--- src/rtl/hazard_scoreboard_pkg.sv ---
// Shared encodings for the hazard scoreboard and the forwarding logic.
package hazard_scoreboard_pkg;

    localparam int unsigned REG_IDX_W = 5;
    localparam int unsigned LAT_W     = 4;
    localparam int unsigned WSEL_W    = 2;

    // EX write target encoding
    typedef enum logic [WSEL_W-1:0] {
        WSEL_NONE = 2'b00,
        WSEL_REG  = 2'b01,
        WSEL_MROW = 2'b10,
        WSEL_MALL = 2'b11
    } wsel_e;

    // Matrix unit occupancy state
    typedef enum logic {
        ST_IDLE = 1'b0,
        ST_BUSY = 1'b1
    } state_e;

    // Outstanding matrix write: remaining cycles and target rows
    typedef struct packed {
        logic [LAT_W-1:0]     cnt;
        logic [REG_IDX_W-1:0] row;
        logic                 all;
    } pend_t;

    // Both matrix encodings have the upper bit set
    function automatic logic is_mat_write(input wsel_e wsel);
        return (wsel == WSEL_MROW) || (wsel == WSEL_MALL);
    endfunction

endpackage

--- src/rtl/hazard_scoreboard_stall_perf_counter.sv ---
// Saturating event counter used to count stall cycles.
module stall_perf_counter #(
    parameter int unsigned W = 16
) (
    input  logic         clk,
    input  logic         rst,
    input  logic         inc,
    output logic [W-1:0] count
);

    localparam logic [W-1:0] COUNT_MAX = {W{1'b1}};

    // Count up on each event, hold at the maximum value
    always_ff @(posedge clk) begin
        if (rst) begin
            count <= '0;
        end else if (inc && (count != COUNT_MAX)) begin
            count <= count + W'(1);
        end
    end

endmodule

--- src/rtl/hazard_scoreboard.sv ---
// Load-use and matrix-unit hazard detection with stall generation.
module hazard_scoreboard
    import hazard_scoreboard_pkg::*;
#(
    parameter int unsigned STALL_CNT_W = 16
) (
    input  logic                   clk,
    input  logic                   rst,
    input  logic                   id_valid,
    input  logic [4:0]             id_rs1,
    input  logic                   id_rs1_used,
    input  logic [4:0]             id_rs2,
    input  logic                   id_rs2_r_select,
    input  logic                   id_mat_op,
    input  logic                   ex_valid,
    input  logic [4:0]             ex_rd,
    input  logic [1:0]             ex_w_select,
    input  logic                   ex_mem_read,
    input  logic [3:0]             ex_mat_latency,
    output logic                   stall_if,
    output logic                   stall_id,
    output logic                   bubble_ex,
    output logic                   mat_busy,
    output logic                   mat_overlap_err,
    output logic [STALL_CNT_W-1:0] stall_cycles
);

    state_e state_q, state_d;
    pend_t  pend_q, pend_d;
    logic   err_d;
    wsel_e  ex_wsel;
    logic   mat_in_ex;
    logic   mat_start;
    logic   load_use;
    logic   mat_hazard;
    logic   stall;

    assign ex_wsel   = wsel_e'(ex_w_select);
    assign mat_in_ex = ex_valid && is_mat_write(ex_wsel);
    // Zero-latency matrix ops are fully covered by forwarding
    assign mat_start = mat_in_ex && (ex_mat_latency != LAT_W'(0));

    // Hazard detection and stall combine; reset forces all stall outputs low
    always_comb begin
        load_use = ex_valid && ex_mem_read && (ex_wsel == WSEL_REG) &&
                   (ex_rd != REG_IDX_W'(0)) &&
                   ((id_rs1_used && (ex_rd == id_rs1)) ||
                    (id_rs2_r_select && (ex_rd == id_rs2)));
        mat_hazard = (state_q == ST_BUSY) && id_valid &&
                     (id_mat_op ||
                      (!id_rs2_r_select && (pend_q.all || (pend_q.row == id_rs2))));
        stall = !rst && id_valid && (load_use || mat_hazard);
    end

    assign stall_if  = stall;
    assign stall_id  = stall;
    assign bubble_ex = stall;
    assign mat_busy  = !rst && (state_q == ST_BUSY);

    // Next-state: start countdown on a matrix op, release when it expires
    always_comb begin
        state_d = state_q;
        pend_d  = pend_q;
        err_d   = mat_overlap_err;
        case (state_q)
            ST_IDLE: begin
                if (mat_start) begin
                    state_d    = ST_BUSY;
                    pend_d.cnt = ex_mat_latency;
                    pend_d.row = ex_rd;
                    pend_d.all = (ex_wsel == WSEL_MALL);
                end
            end
            ST_BUSY: begin
                // A second matrix op here is a pipeline bug; keep tracking the first
                if (mat_in_ex) begin
                    err_d = 1'b1;
                end
                if (pend_q.cnt == LAT_W'(1)) begin
                    state_d    = ST_IDLE;
                    pend_d.cnt = '0;
                    pend_d.all = 1'b0;
                end else begin
                    pend_d.cnt = pend_q.cnt - LAT_W'(1);
                end
            end
            default: begin
                state_d = ST_IDLE;
            end
        endcase
    end

    // Scoreboard state register
    always_ff @(posedge clk) begin
        if (rst) begin
            state_q         <= ST_IDLE;
            pend_q          <= '0;
            mat_overlap_err <= 1'b0;
        end else begin
            state_q         <= state_d;
            pend_q          <= pend_d;
            mat_overlap_err <= err_d;
        end
    end

    stall_perf_counter #(
        .W(STALL_CNT_W)
    ) u_stall_cnt (
        .clk   (clk),
        .rst   (rst),
        .inc   (stall),
        .count (stall_cycles)
    );

endmodule
--- config.mk ---
export PLATFORM = sky130hd
export DESIGN_NAME = hazard_scoreboard
export DESIGN_NICKNAME = d
export VERILOG_FILES = /design/src/rtl/hazard_scoreboard_pkg.sv /design/src/rtl/hazard_scoreboard_stall_perf_counter.sv /design/src/rtl/hazard_scoreboard.sv
export SDC_FILE = /design/constraint.sdc
export NUM_CORES = 1
export LEC_CHECK = 0
export CORE_MARGIN = 4
export CORE_UTILIZATION = 47
export DETAILED_ROUTE_END_ITERATION = 7
export DONT_BUFFER_PORTS = 1
export PLACE_DENSITY = 0.68
export SETUP_SLACK_MARGIN = 0.02
export SLEW_MARGIN = 10
export SYNTH_ARGS = -nofsm -noshare
export SYNTH_HDL_FRONTEND = slang
export SYNTH_HIERARCHICAL = 1
export SYNTH_SLANG_ARGS = --single-unit
--- constraint.sdc ---
create_clock -name clk -period 2.9 [get_ports clk]
set_input_delay 0.145 -clock clk [delete_from_list [all_inputs] [get_ports clk]]
set_output_delay 0.145 -clock clk [all_outputs]
set_load 0.005 [all_outputs]
==> results of run 1 <==
## metrics by stage
stage	utilization	setup WS (ns)	std cells	cell area, um2	total power [mW]
after CTS	0.540	0.471	247	1830	0.775
after detailed placement	0.495	0.521	233	1680	0.493
after global routing	0.540	0.224	247	1830	0.798
final	0.540	0.474	247	1830	0.766
after global placement	0.495	0.634	233	1680	0.490
after floorplan	-	0.955	194	1670	0.489
## worst max path at each step
stage | startpoint | endpoint | slack, ns | cells past startpoint
floorplan | pend_q[5]$_SDFFE_PP0P_ | u_stall_cnt/count[7]$_SDFFE_PP0P_ | 0.96 | 8
global placement | pend_q[1]$_SDFFE_PP0P_ | u_stall_cnt/count[11]$_SDFFE_PP0P_ | 0.63 | 7
detailed placement | pend_q[4]$_SDFFE_PP0P_ | u_stall_cnt/count[11]$_SDFFE_PP0P_ | 0.52 | 7
CTS | pend_q[4]$_SDFFE_PP0P_ | u_stall_cnt/count[11]$_SDFFE_PP0P_ | 0.47 | 7
global route | pend_q[4]$_SDFFE_PP0P_ | u_stall_cnt/count[11]$_SDFFE_PP0P_ | 0.22 | 7
finish | pend_q[4]$_SDFFE_PP0P_ | u_stall_cnt/count[11]$_SDFFE_PP0P_ | 0.47 | 7
## repair_timing
| item | CTS | global route |
|---|---|---|
| endpoints found under the hold margin | 27 | 0 |
| resized for setup | 0 | 0 |
| hold buffers | 10 | 0 |
## sequential cells by signal, summed over array words and instances, names as in the netlist
| register | cells |
|---|---|
| pend_q | 10 |
| u_stall_cnt/count | 16 |
| state_q | 1 |
| mat_overlap_err | 1 |
## logic make-up (layout without fill, tap and decap cells)
| kind of cell | count (synthesis) | after routing | synth area share |
|---|---|---|---|
| and+or+nand+nor | 82 | 82 | 0.301 |
| AOI/OAI and AO/OA | 43 | 43 | 0.162 |
| DFF | 28 | 28 | 0.336 |
| xor gates and xnor gates | 17 | 17 | 0.0891 |
| buffers and inverters | 14 | 21 | 0.0472 |
| muxes | 7 | 7 | 0.0427 |
| adders and majority gates | 3 | 3 | 0.0225 |
## power breakdown
| part | switching (mW) | internal, mW |
|---|---|---|
| registers | 0.0132 | 0.397 |
| logic | 0.0410 | 0.0519 |
| clock network | 0.124 | 0.140 |
## worst max-delay path: cells and delay by family, from the launching register on
| kind | cells | cell delay [ns] |
|---|---|---|
| AND/OR/NAND/NOR | 3 | 0.80 |
| AO/OA/AOI/OAI | 2 | 0.61 |
| flip-flops | 1 | 0.37 |
| XOR/XNOR | 1 | 0.18 |
| multiplexers | 1 | 0.37 |
## layout by cell type (no fill, tap or decap), types with 2 or more instances in the layout
| cell type | n |
|---|---|
| and3_1 | 2 |
| nor3_1 | 5 |
| nor4_1 | 3 |
| nor2_1 | 15 |
| nand3_1 | 12 |
| or3_1 | 4 |
| or4_1 | 8 |
| mux2i_1 | 6 |
| o31ai_1 | 6 |
| clkbuf_4 | 3 |
| nor2b_1 | 5 |
| nand2_1 | 10 |
| xnor2_1 | 16 |
| a211oi_1 | 4 |
| o21ai_0 | 6 |
| o21ai_1 | 2 |
| ha_1 | 3 |
| a31oi_1 | 2 |
| and4_1 | 3 |
| a21oi_1 | 15 |
| dfxtp_1 | 28 |
| o21a_1 | 2 |
| nand4_1 | 5 |
| dlygate4sd3_1 | 10 |
| inv_1 | 6 |
## final cells by class
type / instances / area (um2) / share of cell area
Timing Repair Buffer: 11 / 108 / 0.0587
Tap cell: 46 / 57.6 / 0.0314
Clock buffer: 3 / 22.5 / 0.0123
Multi-Input combinational cell: 152 / 1030 / 0.563
Clock inverter: 1 / 30.0 / 0.0164
Sequential cell: 28 / 561 / 0.306
Inverter: 6 / 22.5 / 0.0123
## per-layer routing
metal / share of wire / GRT usage / vias to the layer above
met1: 0.43 / 0.230 / 700
li1: - / - / 739
met5: 0 / 0 / -
met2: 0.49 / 0.309 / 46
met4: 0.0066 / 0.0709 / 0
met3: 0.072 / 0.0566 / 4
==> metrics.cfg, run 1 <==
[status]
status=complete, no violations

[sta]
finalSetupTns_ns=0
slew_viol_final=0
post-route-min-period_ns=2.43
hold_violations=0
setup_viol=0
worst_slew_pin_slew_ns=1.03
max_freq_mhz=412
whs_ns=0.0223
relSlewSlack=0.312
min_period_over_period=0.837
skew_ns=0.0123
rsz0062_at_grt=false

[critical_path]
crit_path_end_kind=flip-flop
reg2reg_slack_ns=0.47
r2r_cells=7
critPathMaxStageDelay_ns=0.45
crit_required_ns=3.14
cp-start-kind=flip-flop
crit_path_cell_trace=xnor2_1 > nand3_1 > o21ai_0 > a32o_1 > nand2_1 > nor4bb_1 > mux2_2
crit_type=flip-flop to flip-flop
r2r-start=pend_q[4]$_SDFFE_PP0P_
r2r-end=u_stall_cnt/count[11]$_SDFFE_PP0P_
slowest_stage=a32o_1
crit_fanout=11
cp.arrival_ns=2.67

[floorplanning]
die_area_um2=4570
fp.dieW_um=67.6
core_area_um2=3390
die_height_um=67.6
rows=21
io_pins=50
initial_core_util=0.493

[clocking]
cts_buffers=3
cts-root-buf=clkbuf_4
clkTransAtPathRegs_ns=0.17
clockBufferDepth=2
cts_tree=built
postCtsSetupBuffers=0
worstSkewPairLatency_ns=0.34
h-tree-depth=1
cts_sinks=28

[logic_synthesis]
yosysUniqueCellTypes=47
ys.flop_type=dfxtp_1
async_flop_share=0
syn_inst=194
yosysWarnings=6
synth-edff-count=0
netlist_area_um2=1670
ys_ff_latch=28
synth_most_common_cell=dfxtp_1
avgSynthCellArea_um2=8.61
synth_common_cells=dfxtp_1, xnor2_1, a21oi_1, nor2_1, nand3_1
synth_area_leader_cell=dfxtp_1
synth-seq-area-share=0.336
synth_top_area_frac=0.336
syn-num-nets=226
synth_area_leaders=dfxtp_1, xnor2_1, a21oi_1

[detailed_routing]
drt-initial-drc-count=91
route.detailed.drc=0
ant_nets=0
drtPass1Iterations=4
wl_mm=4.11
via_count=1489
routedWlPerCell_um=16.6
via_per_inst=6.03

[layout]
n_fill_cell=327
antenna_cells=0
area_delta_synth_final_pct=9.66
nNetsFinal=234
drive_above_1_share=0.0647

[power]
ir_drop_mv=0.240
p_leak_nw=0.587
pwr_density_cell_nw_per_um2=418

[global_routing]
grt_max_degree=28
grt_pass1_vias=1403
track_usage=0.188
grt_overflow=0
antenna_found_initial=0
grt_pass1_wl_mm=6.61

[placement]
hpwl_mm=2.89
gp_congestion=0.815
place.port_buffers=0

[worst_hold_path]
min_to=pend_q[6]$_SDFFE_PP0P_
hp-class=input port to flip-flop
worstHoldStart=ex_w_select[1]
whs_path_depth=3

[job]
maxCapViolCount=0

Note: power is estimated with default switching activity, not from simulation.
==> run 2, diff against run 1 <==
--- a/config.mk
+++ b/config.mk
@@ -5,11 +5,12 @@
 export SDC_FILE = /design/constraint.sdc
 export NUM_CORES = 1
 export LEC_CHECK = 0
+export ABC_AREA = 1
 export CORE_MARGIN = 4
 export CORE_UTILIZATION = 47
 export DETAILED_ROUTE_END_ITERATION = 7
 export DONT_BUFFER_PORTS = 1
-export PLACE_DENSITY = 0.68
+export PLACE_DENSITY = 0.7
 export SETUP_SLACK_MARGIN = 0.02
 export SLEW_MARGIN = 10
 export SYNTH_ARGS = -nofsm -noshare
==> constraint.sdc (replaced) <==
create_clock -name clk -period 2.2 [get_ports clk]
set_input_delay 0.11 -clock clk [delete_from_list [all_inputs] [get_ports clk]]
set_output_delay 0.11 -clock clk [all_outputs]
set_load 0.005 [all_outputs]
==> metrics.cfg, run 2 <==
[status]
status=complete, no violations

[power]
ir_drop_mv=0.256
pwr_density_cell_nw_per_um2=508
total_power_mw=0.979
p_leak_nw=0.838

[logic_synthesis]
syn-num-nets=321
synth_common_cells=nand2_1, nor2_1, inv_1
yosysUniqueCellTypes=29
syn_inst=289
synth_most_common_cell=nand2_1
synth_area_leaders=dfxtp_1, nand2_1, nor2_1
ys.flop_type=dfxtp_1
yosysWarnings=6
avgSynthCellArea_um2=6.18
synth_area_leader_cell=dfxtp_1
synth_top_area_frac=0.314
synth-seq-area-share=0.314
ys_ff_latch=28
netlist_area_um2=1790
async_flop_share=0
synth-edff-count=0

[floorplanning]
die_area_um2=4850
initial_core_util=0.488
fp.dieW_um=69.7
io_pins=50
rows=22
die_height_um=69.7
core_area_um2=3660

[sta]
min_period_over_period=0.927
hold_violations=0
rsz0062_at_grt=false
worst_slew_pin_slew_ns=0.492
relSlewSlack=0.671
slew_viol_final=0
skew_ns=0.00341
setup_ws_ns=0.160
setup_viol=0
post-route-min-period_ns=2.04
max_freq_mhz=490
finalSetupTns_ns=0

[global_routing]
track_usage=0.162
grt_pass1_vias=1424
antenna_found_initial=0
grt_overflow=0
grt_pass1_wl_mm=6.54
grt_max_degree=17

[clocking]
h-tree-depth=1
clkTransAtPathRegs_ns=0.09
cts_sinks=28
cts-resized-gates=0
cts-root-buf=clkbuf_8
cts_tree=built
cts_buffers=3
clockBufferDepth=2
worstSkewPairLatency_ns=0.27
postCtsSetupBuffers=0

[detailed_routing]
drt-initial-drc-count=119
routedWlPerCell_um=11.5
route.detailed.drc=0
via_per_inst=4.89
ant_nets=0
wl_mm=3.96
drtPass1Iterations=4
via_count=1677

[placement]
gp_congestion=0.853
dp_cells=335
hpwl_mm=3.02
place.port_buffers=0
dp_slack_ns=0.334

[worst_hold_path]
whs_path_depth=2
worstHoldStart=ex_mat_latency[1]
min_to=pend_q[7]$_SDFFE_PP0P_
hp-class=input port to flip-flop

[critical_path]
crit_required_ns=2.37
cp-start-kind=input port
r2r-end=u_stall_cnt/count[13]$_SDFFE_PP0P_
crit_fanout=9
r2r_cells=17
reg2reg_slack_ns=0.32
cp.arrival_ns=2.21
r2r-start=pend_q[4]$_SDFFE_PP0P_
crit_type=input port to flip-flop
crit_path_end_kind=flip-flop

[job]
maxCapViolCount=0

[layout]
drive_above_1_share=0.0881
area_delta_synth_final_pct=7.98
final_util=0.527
mostFrequentLayoutCell=nand2_1
layout_common_cells=nand2_1, nor2_1, inv_1, dfxtp_1, a21oi_1
nNetsFinal=328
top_regs=u_stall_cnt/count: 16 flops, pend_q: 10 flops
largest-register=u_stall_cnt/count
fin_cells=343
largest_register_ffs=16
antenna_cells=0

## run 2: cell types whose count changed in the layout (fill, tap and decap cells not counted), moves of 8 or more
cell,delta
or4_1,-8
xnor2_1,-15
nor2_1,+34
nor2_2,+10
nand2_1,+71
o21ai_0,+8
inv_1,+27
## run 2: worst max-delay path by stage
| stage | start | end | slack [ns] | cells past startpoint |
|---|---|---|---|---|
| final | ex_rd[1] | u_stall_cnt/count[13]$_SDFFE_PP0P_ | 0.16 | 15 |
| after global routing | ex_rd[1] | u_stall_cnt/count[13]$_SDFFE_PP0P_ | 0.02 | 15 |
| after CTS | ex_rd[1] | u_stall_cnt/count[13]$_SDFFE_PP0P_ | 0.17 | 15 |
| after detailed placement | pend_q[4]$_SDFFE_PP0P_ | u_stall_cnt/count[13]$_SDFFE_PP0P_ | 0.33 | 17 |
| after global placement | pend_q[4]$_SDFFE_PP0P_ | u_stall_cnt/count[13]$_SDFFE_PP0P_ | 0.38 | 17 |
| after floorplan | pend_q[4]$_SDFFE_PP0P_ | u_stall_cnt/count[13]$_SDFFE_PP0P_ | 0.27 | 17 |
## run 2: critical path, cell delays in order
cell and delay, ns:
dlygate4sd3_1 0.55, inv_1 0.09, nor2_1 0.05, nor3b_1 0.18, nand3_1 0.09, nand2_1 0.09, nand3_1 0.08, a21oi_1 0.15
buf_4 0.17, nand3_1 0.09, or2_0 0.21, nor2_1 0.14, nand3_1 0.09, nand2_1 0.08, nor2_1 0.05
## run 2: cells by family (layout without fill, tap and decap cells)
kind of cell | Yosys count | after routing | share of synthesized area
AO/OA/AOI/OAI | 39 | 39 | 0.119
XOR/XNOR | 5 | 5 | 0.0245
adder cells (fa/ha/maj) | 3 | 3 | 0.0210
buffers and inverters | 40 | 46 | 0.0910
flip-flops | 28 | 28 | 0.314
AND/OR/NAND/NOR | 174 | 174 | 0.431
## run 2: layout make-up
class / instances / area, um2
multi-input combinational: 221 / 1060
clock buffer: 4 / 55.1
fill: 388 / 1730
timing repair buffer: 6 / 55.1
inverter: 36 / 135
sequential: 28 / 561
tap: 48 / 60.1
## run 2: per-layer routing
metal  wire length [um]  vias to the layer above  share of wire  track usage
li1                   -                      922              -            -
met1               1870                      710           0.47        0.212
met2               1810                       41           0.46        0.269
met3                222                        4          0.056       0.0362
met4                 44                        0          0.011       0.0447
met5                  0                        -              0            0
## run 2: per-stage QoR
| step | cell area [um2] | hold slack [ns] |
|---|---|---|
| 2_1_floorplan | 1790 | 0.179 |
| 3_3_place_gp | 1830 | 0.180 |
| 3_5_place_dp | 1830 | 0.182 |
| 4_1_cts | 1930 | 0.0161 |
| 5_1_grt | 1930 | 0.0302 |
| 6_report | 1930 | 0.0267 |
## run 2: power by group
part | internal (mW) | total, mW | switching (mW)
combinational | 0.0526 | 0.126 | 0.0739
clock | 0.160 | 0.314 | 0.154
sequential | 0.525 | 0.539 | 0.0146
## run 2: timing repair
| action | 4_1_cts | 5_1_grt |
|---|---|---|
| hold buffers | 4 | 0 |
| hold endpoints to repair | 5 | 0 |
| setup endpoints to repair | 0 | 0 |
==> run 3, diff against run 2 <==
--- a/config.mk
+++ b/config.mk
@@ -6,6 +6,7 @@
 export NUM_CORES = 1
 export LEC_CHECK = 0
 export ABC_AREA = 1
+export ABC_CLOCK_PERIOD_IN_PS = 2200
 export CORE_MARGIN = 4
 export CORE_UTILIZATION = 47
 export DETAILED_ROUTE_END_ITERATION = 7
==> constraint.sdc (replaced) <==
create_clock -name clk -period 2.2 [get_ports clk]
set_input_delay 0.44 -clock clk [delete_from_list [all_inputs] [get_ports clk]]
set_output_delay 0.44 -clock clk [all_outputs]
set_load 0.005 [all_outputs]
==> metrics.cfg, run 3 (synthesis results as in run 2) <==
[job]
maxCapViolCount=0

[global_routing]
antenna_found_initial=0
grt_overflow=0
grt_pass1_vias=1472
grt_max_degree=17
track_usage=0.164
grt_pass1_wl_mm=6.61

[detailed_routing]
drtPass1Iterations=4
drt-initial-drc-count=88
routedWlPerCell_um=11.7
route.detailed.drc=0
via_per_inst=4.90
via_count=1662
wl_mm=3.95
ant_nets=0

[power]
pwr_density_cell_nw_per_um2=562
p_leak_nw=0.826
total_power_mw=1.07
ir_drop_mv=0.258

[sta]
setup_viol=0
hold_violations=0
skew_ns=0.00641
rsz0062_at_grt=false
min_period_over_period=0.925
worst_slew_pin_slew_ns=0.485
relSlewSlack=0.676
slew_viol_final=0
finalSetupTns_ns=0
max_freq_mhz=492
post-route-min-period_ns=2.03

[critical_path]
r2r-end=u_stall_cnt/count[13]$_SDFFE_PP0P_
crit_path_end_kind=output port
crit_start=pend_q[5]$_SDFFE_PP0P_
cp.arrival_ns=1.59
crit_type=flip-flop to output port
cp-start-kind=flip-flop
crit_required_ns=1.76
r2r-start=pend_q[5]$_SDFFE_PP0P_
r2r_cells=17
crit_end=stall_id
crit_fanout=9
reg2reg_slack_ns=0.28

[status]
status=complete, no violations

[clocking]
cts_sinks=28
clkTransAtPathRegs_ns=0.10
cts_tree=built
h-tree-depth=1
cts_hold_buf=0
worstSkewPairLatency_ns=0.28
clockBufferDepth=2
cts_buffers=3
cts-root-buf=clkbuf_8

[layout]
top_regs=u_stall_cnt/count: 16 flops, pend_q: 10 flops
mostFrequentLayoutCell=nand2_1
layout_common_cells=nand2_1, nor2_1, inv_1, dfxtp_1, a21oi_1
antenna_cells=0
area_delta_synth_final_pct=6.72
drive_above_1_share=0.0928
nNetsFinal=324
largest-register=u_stall_cnt/count
largest_register_ffs=16

[worst_hold_path]
hp-class=input port to flip-flop
whs_path_depth=1

[placement]
place.port_buffers=0
gp_congestion=0.882
hpwl_mm=3.15

[floorplanning]
rows=22
die_height_um=69.7
die_area_um2=4850
io_pins=50
fp.dieW_um=69.7
core_area_um2=3660
initial_core_util=0.488

## run 3: cell types whose count changed in the layout (fill, tap and decap cells not counted)
| cell | change |
|---|---|
| dfxtp_1 | -1 |
| dfxtp_2 | +1 |
| bufinv_16 | +1 |
| dlygate4sd3_1 | -4 |
| clkbuf_8 | -1 |
## run 3: per-layer routing
| metal | up-vias | part of all wire | GRT usage |
|---|---|---|---|
| met5 | - | 0 | 0 |
| met2 | 30 | 0.47 | 0.269 |
| li1 | 911 | - | - |
| met3 | 5 | 0.051 | 0.0435 |
| met4 | 0 | 0.013 | 0.0511 |
| met1 | 716 | 0.47 | 0.211 |
## run 3: where the power goes
part | leakage (nW) | switching (mW) | internal (mW)
sequential | 0.228 | 0.0150 | 0.525
combinational | 0.562 | 0.0726 | 0.0480
clock | 0.0357 | 0.166 | 0.244
total | 0.826 | 0.254 | 0.817
## run 3: through the flow
step,instances,hold slack [ns],area (um2),utilization,worst slack (ns)
3_5_place_dp,335,0.465,1830,0.501,0.148
2_1_floorplan,289,0.443,1790,-,0.0969
4_1_cts,339,0.208,1910,0.521,0.138
6_report,339,0.216,1910,0.521,0.166
3_3_place_gp,335,0.466,1830,0.501,0.181
5_1_grt,339,0.198,1910,0.521,0.0309
## run 3: critical path, cell delays in order (launching register included)
cell and delay, ns:
dfxtp_1 0.35, inv_1 0.06, nand2_1 0.06, nand2_1 0.04, nor2_1 0.08, nand3_1 0.10
nand2_1 0.07, nand2_1 0.04, nand2_1 0.05, nand2_1 0.04, a21oi_1 0.11, buf_4 0.17
buf_4 0.14
## run 3: what timing repair did
action | in CTS | in global routing
endpoints found under the hold margin | 0 | 0
buffers inserted | 0 | 0
gates resized for setup | 0 | 1
endpoints found under the setup margin | 0 | 4
## run 3: worst min path at each step
stage	slack (ns)	startpoint	endpoint
after floorplan	0.44	pend_q[3]$_SDFFE_PP0P_	pend_q[3]$_SDFFE_PP0P_
after global placement	0.47	pend_q[0]$_SDFFE_PP0P_	pend_q[0]$_SDFFE_PP0P_
after detailed placement	0.46	pend_q[3]$_SDFFE_PP0P_	pend_q[3]$_SDFFE_PP0P_
after CTS	0.21	rst	pend_q[0]$_SDFFE_PP0P_
after global routing	0.20	rst	pend_q[7]$_SDFFE_PP0P_
final	0.22	rst	pend_q[0]$_SDFFE_PP0P_
## run 3: cell type report
type | count | area, um2
Sequential cell | 28 | 562
Timing Repair Buffer | 2 | 15.0
Tap cell | 48 | 60.1
Multi-Input combinational cell | 221 | 1060
Clock buffer | 3 | 41.3
Inverter | 36 | 135
Clock inverter | 1 | 30.0
Fill cell | 368 | 1750
